File: config.mk
export PLATFORM = sky130hd
export DESIGN_NAME = mem_block_mover
export DESIGN_NICKNAME = d
export VERILOG_FILES = /design/src/rtl/mem_block_mover_pkg.sv /design/src/rtl/mem_block_mover.sv
export SDC_FILE = /design/constraint.sdc
export NUM_CORES = 1
export LEC_CHECK = 0
export BUFFER_PORTS_ARGS = -buffer_cell sky130_fd_sc_hd__buf_2
export CAP_MARGIN = 20
export CORE_MARGIN = 2
export CORE_UTILIZATION = 54
export CTS_CLUSTER_DIAMETER = 120
export DETAILED_ROUTE_END_ITERATION = 12
export MAX_ROUTING_LAYER = met4
export PLACE_DENSITY = 0.81
export SLEW_MARGIN = 10
export SYNTH_ARGS = -nofsm -noshare
export SYNTH_HDL_FRONTEND = slang
export SYNTH_SLANG_ARGS = --single-unit
export TNS_END_PERCENT = 30
File: constraint.sdc
create_clock -name clk -period 2.5 [get_ports clk]
set_input_delay 0.125 -clock clk [delete_from_list [all_inputs] [get_ports clk]]
set_output_delay 0.125 -clock clk [all_outputs]
set_load 0.005 [all_outputs]
File: src/rtl/mem_block_mover_pkg.sv
// Shared state encodings, mode constants and address helpers for the block mover.
package mem_block_mover_pkg;

   localparam int MBM_ADDR_WIDTH = 30;

   typedef enum logic [2:0] {
      MBM_IDLE  = 3'd0,
      MBM_REQ   = 3'd1,
      MBM_READ  = 3'd2,
      MBM_WRITE = 3'd3,
      MBM_DONE  = 3'd4
   } mbm_state_e;

   localparam logic MBM_COPY = 1'b0;
   localparam logic MBM_FILL = 1'b1;

   // Word addresses wrap naturally at the top of the 30-bit space.
   function automatic logic [MBM_ADDR_WIDTH-1:0] mbm_next_addr(
      input logic [MBM_ADDR_WIDTH-1:0] addr
   );
      return addr + MBM_ADDR_WIDTH'(1);
   endfunction

endpackage

File: src/rtl/mem_block_mover.sv
// Bus-initiating copy/fill engine for the word-addressed single-port Memory bus.
// Control and status are registered; bus outputs follow state and the live grant.
module mem_block_mover
   import mem_block_mover_pkg::*;
#(
   parameter int DATA_BIT_WIDTH = 32,
   parameter int LEN_BIT_WIDTH  = 16
) (
   input  logic                      clk,
   input  logic                      reset,
   input  logic                      start,
   input  logic                      mode,
   input  logic [MBM_ADDR_WIDTH-1:0] src,
   input  logic [MBM_ADDR_WIDTH-1:0] dst,
   input  logic [LEN_BIT_WIDTH-1:0]  len,
   input  logic [DATA_BIT_WIDTH-1:0] fill_value,
   output logic                      busy,
   output logic                      done,
   output logic                      bus_req,
   input  logic                      bus_gnt,
   output logic [MBM_ADDR_WIDTH-1:0] mem_addr,
   output logic                      mem_en_write,
   output logic [DATA_BIT_WIDTH-1:0] mem_wdata,
   input  logic [DATA_BIT_WIDTH-1:0] mem_rdata
);

   mbm_state_e                r_state;
   logic                      r_mode;
   logic [MBM_ADDR_WIDTH-1:0] r_src;
   logic [MBM_ADDR_WIDTH-1:0] r_dst;
   logic [LEN_BIT_WIDTH-1:0]  r_remain;
   logic [DATA_BIT_WIDTH-1:0] r_fill;
   logic [DATA_BIT_WIDTH-1:0] r_buf;
   logic                      r_busy;
   logic                      r_done;
   logic                      r_busReq;

   logic w_readActive;
   logic w_writeActive;

   always_ff @(posedge clk) begin
      if (reset) begin
         r_state  <= MBM_IDLE;
         r_mode   <= MBM_COPY;
         r_src    <= '0;
         r_dst    <= '0;
         r_remain <= '0;
         r_fill   <= '0;
         r_buf    <= '0;
         r_busy   <= 1'b0;
         r_done   <= 1'b0;
         r_busReq <= 1'b0;
      end else begin
         case (r_state)
            MBM_IDLE: begin
               if (start) begin
                  r_mode   <= mode;
                  r_src    <= src;
                  r_dst    <= dst;
                  r_remain <= len;
                  r_fill   <= fill_value;
                  r_busy   <= 1'b1;
                  if (len == '0) begin
                     r_state <= MBM_DONE;
                  end else begin
                     r_state  <= MBM_REQ;
                     r_busReq <= 1'b1;
                  end
               end
            end

            MBM_REQ: begin
               if (bus_gnt) begin
                  r_state <= (r_mode == MBM_FILL) ? MBM_WRITE : MBM_READ;
               end
            end

            MBM_READ: begin
               if (bus_gnt) begin
                  r_buf   <= mem_rdata;
                  r_state <= MBM_WRITE;
               end
            end

            MBM_WRITE: begin
               if (bus_gnt) begin
                  r_src    <= mbm_next_addr(r_src);
                  r_dst    <= mbm_next_addr(r_dst);
                  r_remain <= r_remain - LEN_BIT_WIDTH'(1);
                  if (r_remain == LEN_BIT_WIDTH'(1)) begin
                     r_state  <= MBM_DONE;
                     r_busReq <= 1'b0;
                     r_done   <= 1'b1;
                  end else if (r_mode == MBM_COPY) begin
                     r_state <= MBM_READ;
                  end
               end
            end

            // A zero-length command arrives here with done still low, so it
            // spends one extra cycle raising the pulse before returning to idle.
            MBM_DONE: begin
               if (r_done) begin
                  r_done  <= 1'b0;
                  r_busy  <= 1'b0;
                  r_state <= MBM_IDLE;
               end else begin
                  r_done <= 1'b1;
               end
            end

            default: begin
               r_state  <= MBM_IDLE;
               r_busy   <= 1'b0;
               r_done   <= 1'b0;
               r_busReq <= 1'b0;
            end
         endcase
      end
   end

   assign w_readActive  = (r_state == MBM_READ)  && bus_gnt;
   assign w_writeActive = (r_state == MBM_WRITE) && bus_gnt;

   // The bus is only driven while granted; otherwise it sits at the idle value.
   always_comb begin
      mem_addr     = '0;
      mem_en_write = 1'b0;
      mem_wdata    = '0;
      if (w_readActive) begin
         mem_addr = r_src;
      end else if (w_writeActive) begin
         mem_addr     = r_dst;
         mem_en_write = 1'b1;
         mem_wdata    = (r_mode == MBM_FILL) ? r_fill : r_buf;
      end
   end

   assign busy    = r_busy;
   assign done    = r_done;
   assign bus_req = r_busReq;

endmodule

==> impl_results.md <==
- Share of cells above drive strength 1: 22.6%
- Clk slew on worst S/H paths: 0.07 ns
- Met3 WL: 2.43 mm
- R2R cell count: 5
- Post-Syn Nets: 1,237
- Global-route wire length before repair: 44.3 mm
- Critical Path Start Type: register
- Area Overhead vs Synth: 32.3%
- FMAX: 415 MHz
- Slew HR: 56.2%
- Cell internal pwr: 5180 uW
- Crit path required time: 2.38 ns
- Total number of vias: 9,604
- Sequential group share of total power: 39.2%
- Final min period: 2.41 ns
- CTS tree: done
- Max Root-Sink Buffers: 2
- Comb pwr share: 30.6%
- Initial antenna violation count: 1
- Syn Area/Cell: 7.35 um^2
- Hold slack: -0.00349 ns
- Syn Inst Count: 1,088
- Max-Cap Viols: 0
- Initial DRC Count: 1,215
- Final Non-Filler Cells: 1,533
- Inst Count DP: 1,425
- Die area: 15,800 um^2
- Pre-CTS worst setup slack: 0.223 ns
- CTS Sinks: 147
- Vias in the first global route: 9,128
- Hold Crit Endpoint: r_dst[8]$_SDFFE_PP0P_
- Hold Crit Depth: 3
- Met2 wire length: 13.0 mm
- Metal1 wirelength: 10.9 mm
- Clk_lat worst skew: 0.44 ns
- PortBufs: 210
- Grt total ovfl: 0
- Dpl hpwl: 17.0 mm
- CTS H-tree depth: 4
- Yosys warnings: 0
- Final ANT Viol Nets: 0
- Top layer in use: met4
- Fillers: 1,098
- Avg WL per Cell: 18.2 um
- TritonCTS Buffers: 17
- Aggregate global-route resource usage: 35.2%
- P_leak: 0.00420 uW
- WS Path Type: register to output port
- Asr flop ratio synth: 0%
- Root Buffer: clkbuf_16
- # IOs: 211
- Flops & latches, synth: 147
- Reg2Reg Capture Point: r_src[27]$_SDFFE_PP0P_
- Final Cell Area: 10,600 um^2
- Critical path fanouts, max: 43
- Worst path arrival time: 2.28 ns
- Clk_skew: 0.00969 ns
- Width of the die: 126 um
- Failing checks: negative hold slack
- Drt drc: 0
- Number of library cell types mapped by synthesis: 62
- R2r startpoint: r_src[2]$_SDFFE_PP0P_
- Pwr dens: 783 nW/um^2
- Hold crit path type: primary input to register
- Pin count of the biggest net entering global routing: 51
- Fin. Hold Viols: 1
- Post-Place Cell Area: 9250 um^2
- Power Total: 8290 uW
- Worst vdd ir: 0.000656 V
- EDFF count, synth: 0
- Worst-Margin Slew: 0.658 ns
- P_sw: 3110 uW
- Crit share post-route: 96.4%
- Final worst setup slack: 0.0902 ns
- Mapped Area: 8000 um^2
- Sw Ratio: 37.5%
- Slew Viols, Final: 0
- Final wirelength: 27.8 mm
- Setup violators final: 0
- Final RePlAce weighted congestion: 0.921
- Site Rows: 44
- CORE AREA: 14,500 um^2
- Hold path start: dst[8]
- Post-synthesis sequential area ratio: 36.8%
- Layout Nets: 1,484
- Initial Utilization: 55.2%
- Reg2reg setup slack: 0.18 ns
- Die H: 126 um
- Clk pwr share: 30.2%
- Worst setup EP type: output port
- Outcome: complete, but fails checks
- Vias/cell: 6.26
- DRT Pass-1 Iters: 6
- Primary FF master, synth: dfxtp_1
==> per-stage QoR <==
stage	utilization [%]	setup TNS, ns
detailed placement	63.9	0
global route	73.1	-0.0177
CTS	73.0	0
global placement	63.9	0
floorplan	-	0
finish	73.1	0
==> sequential cells by signal, summed over array words and instances, names as in the netlist <==
signal and cells:
r_buf 32, r_fill 32, r_dst 30, r_src 30
r_remain 16, r_state 3, bus_req 1, busy 1
done 1, r_mode 1
==> logic make-up (layout without fill, tap and decap cells) <==
family / after synthesis / count (layout) / synth area share (%)
AND/OR/NAND/NOR: 467 / 467 / 27.0
AO/OA/AOI/OAI: 323 / 323 / 25.9
flip-flops: 147 / 147 / 36.8
buffers and inverters: 112 / 372 / 5.32
multiplexers: 35 / 35 / 4.38
adder cells (fa/ha/maj): 4 / 4 / 0.626
other: 0 / 1 / 0
==> power by group through the flow <==
stage | Combinational, uW | Sequential, uW | Clock, uW
detailed placement | 2350 | 3250 | 0
finish | 2530 | 3250 | 2500
floorplan | 1720 | 3120 | 0
global placement | 2310 | 3240 | 0
CTS | 2460 | 3210 | 2490
global route | 2780 | 3300 | 2610
==> critical path, cell delays in order, from the launching register on <==
cell and delay, ns:
dfxtp_1 0.51, nand3_2 0.20, or2_2 0.33, buf_4 0.32
nor2_1 0.22, a21o_1 0.14, buf_2 0.12
==> cells in the mapped netlist, drive strengths merged, types with 7 or more instances <==
cell      n  area (um^2)
a211oi   14          105
a21o      7         52.6
a21oi   119          596
a22o     24          210
a22oi    10         75.1
a311oi   11         96.3
a31oi    17          106
and3     14         87.6
buf      17         67.6
clkbuf   76          287
dfxtp   147         2940
inv      19         71.3
mux2i    35          350
nand2   202          758
nand3    37          190
nand4    18          119
nor2    100          375
nor3     31          160
nor4     17          113
o21ai    52          260
o22ai     8         50.1
o31ai     7         52.6
or3      14         93.8
or4       7         56.3
==> repair_timing <==
action,in CTS,in global routing
gates resized for setup,0,2
endpoints found under the hold margin,75,0
setup buffers,0,0
hold buffers,75,0
endpoints found under the setup margin,0,23
==> per-layer routing <==
layer,GRT usage [%],up-vias
met4,19.4,0
met1,41.7,4444
met3,7.18,131
met5,-,-
met2,56.0,600
li1,-,4429
==> worst max-delay path by stage <==
stage                             from                     end  cells after the start
2_1_floorplan    r_src[7]$_SDFFE_PP0P_  r_src[27]$_SDFFE_PP0P_                      5
3_3_place_gp     r_src[2]$_SDFFE_PP0P_  r_src[27]$_SDFFE_PP0P_                      5
3_5_place_dp     r_src[2]$_SDFFE_PP0P_  r_src[27]$_SDFFE_PP0P_                      5
4_1_cts        r_state[0]$_SDFFE_PP0P_            mem_addr[10]                      5
5_1_grt        r_state[0]$_SDFFE_PP0P_            mem_addr[11]                      6
6_report       r_state[0]$_SDFFE_PP0P_            mem_addr[24]                      6
==> final cells by class <==
| type | count | area [um^2] | share of cell area (%) |
|---|---|---|---|
| Antenna cell | 1 | 2.50 | 0.0236 |
| Clock buffer | 17 | 425 | 4.02 |
| Clock inverter | 15 | 144 | 1.36 |
| Inverter | 19 | 71.3 | 0.674 |
| Multi-Input combinational cell | 829 | 4660 | 44.0 |
| Sequential cell | 147 | 2940 | 27.8 |
| Tap cell | 184 | 230 | 2.17 |
| Timing Repair Buffer | 321 | 2110 | 20.0 |
==> placed cells by master, fill, tap and decap left out, types with 19 or more instances in the layout <==
cell type and count:
dlygate4sd3_1 75, nand2_1 202, o21ai_0 52, a21oi_1 118, mux2i_1 35, buf_4 34
a22o_1 24, inv_1 19, nand3_1 34, nor2_1 100, dfxtp_1 146, buf_2 209
nor3_1 30
No activity file was read; power rests on OpenSTA's default activity.
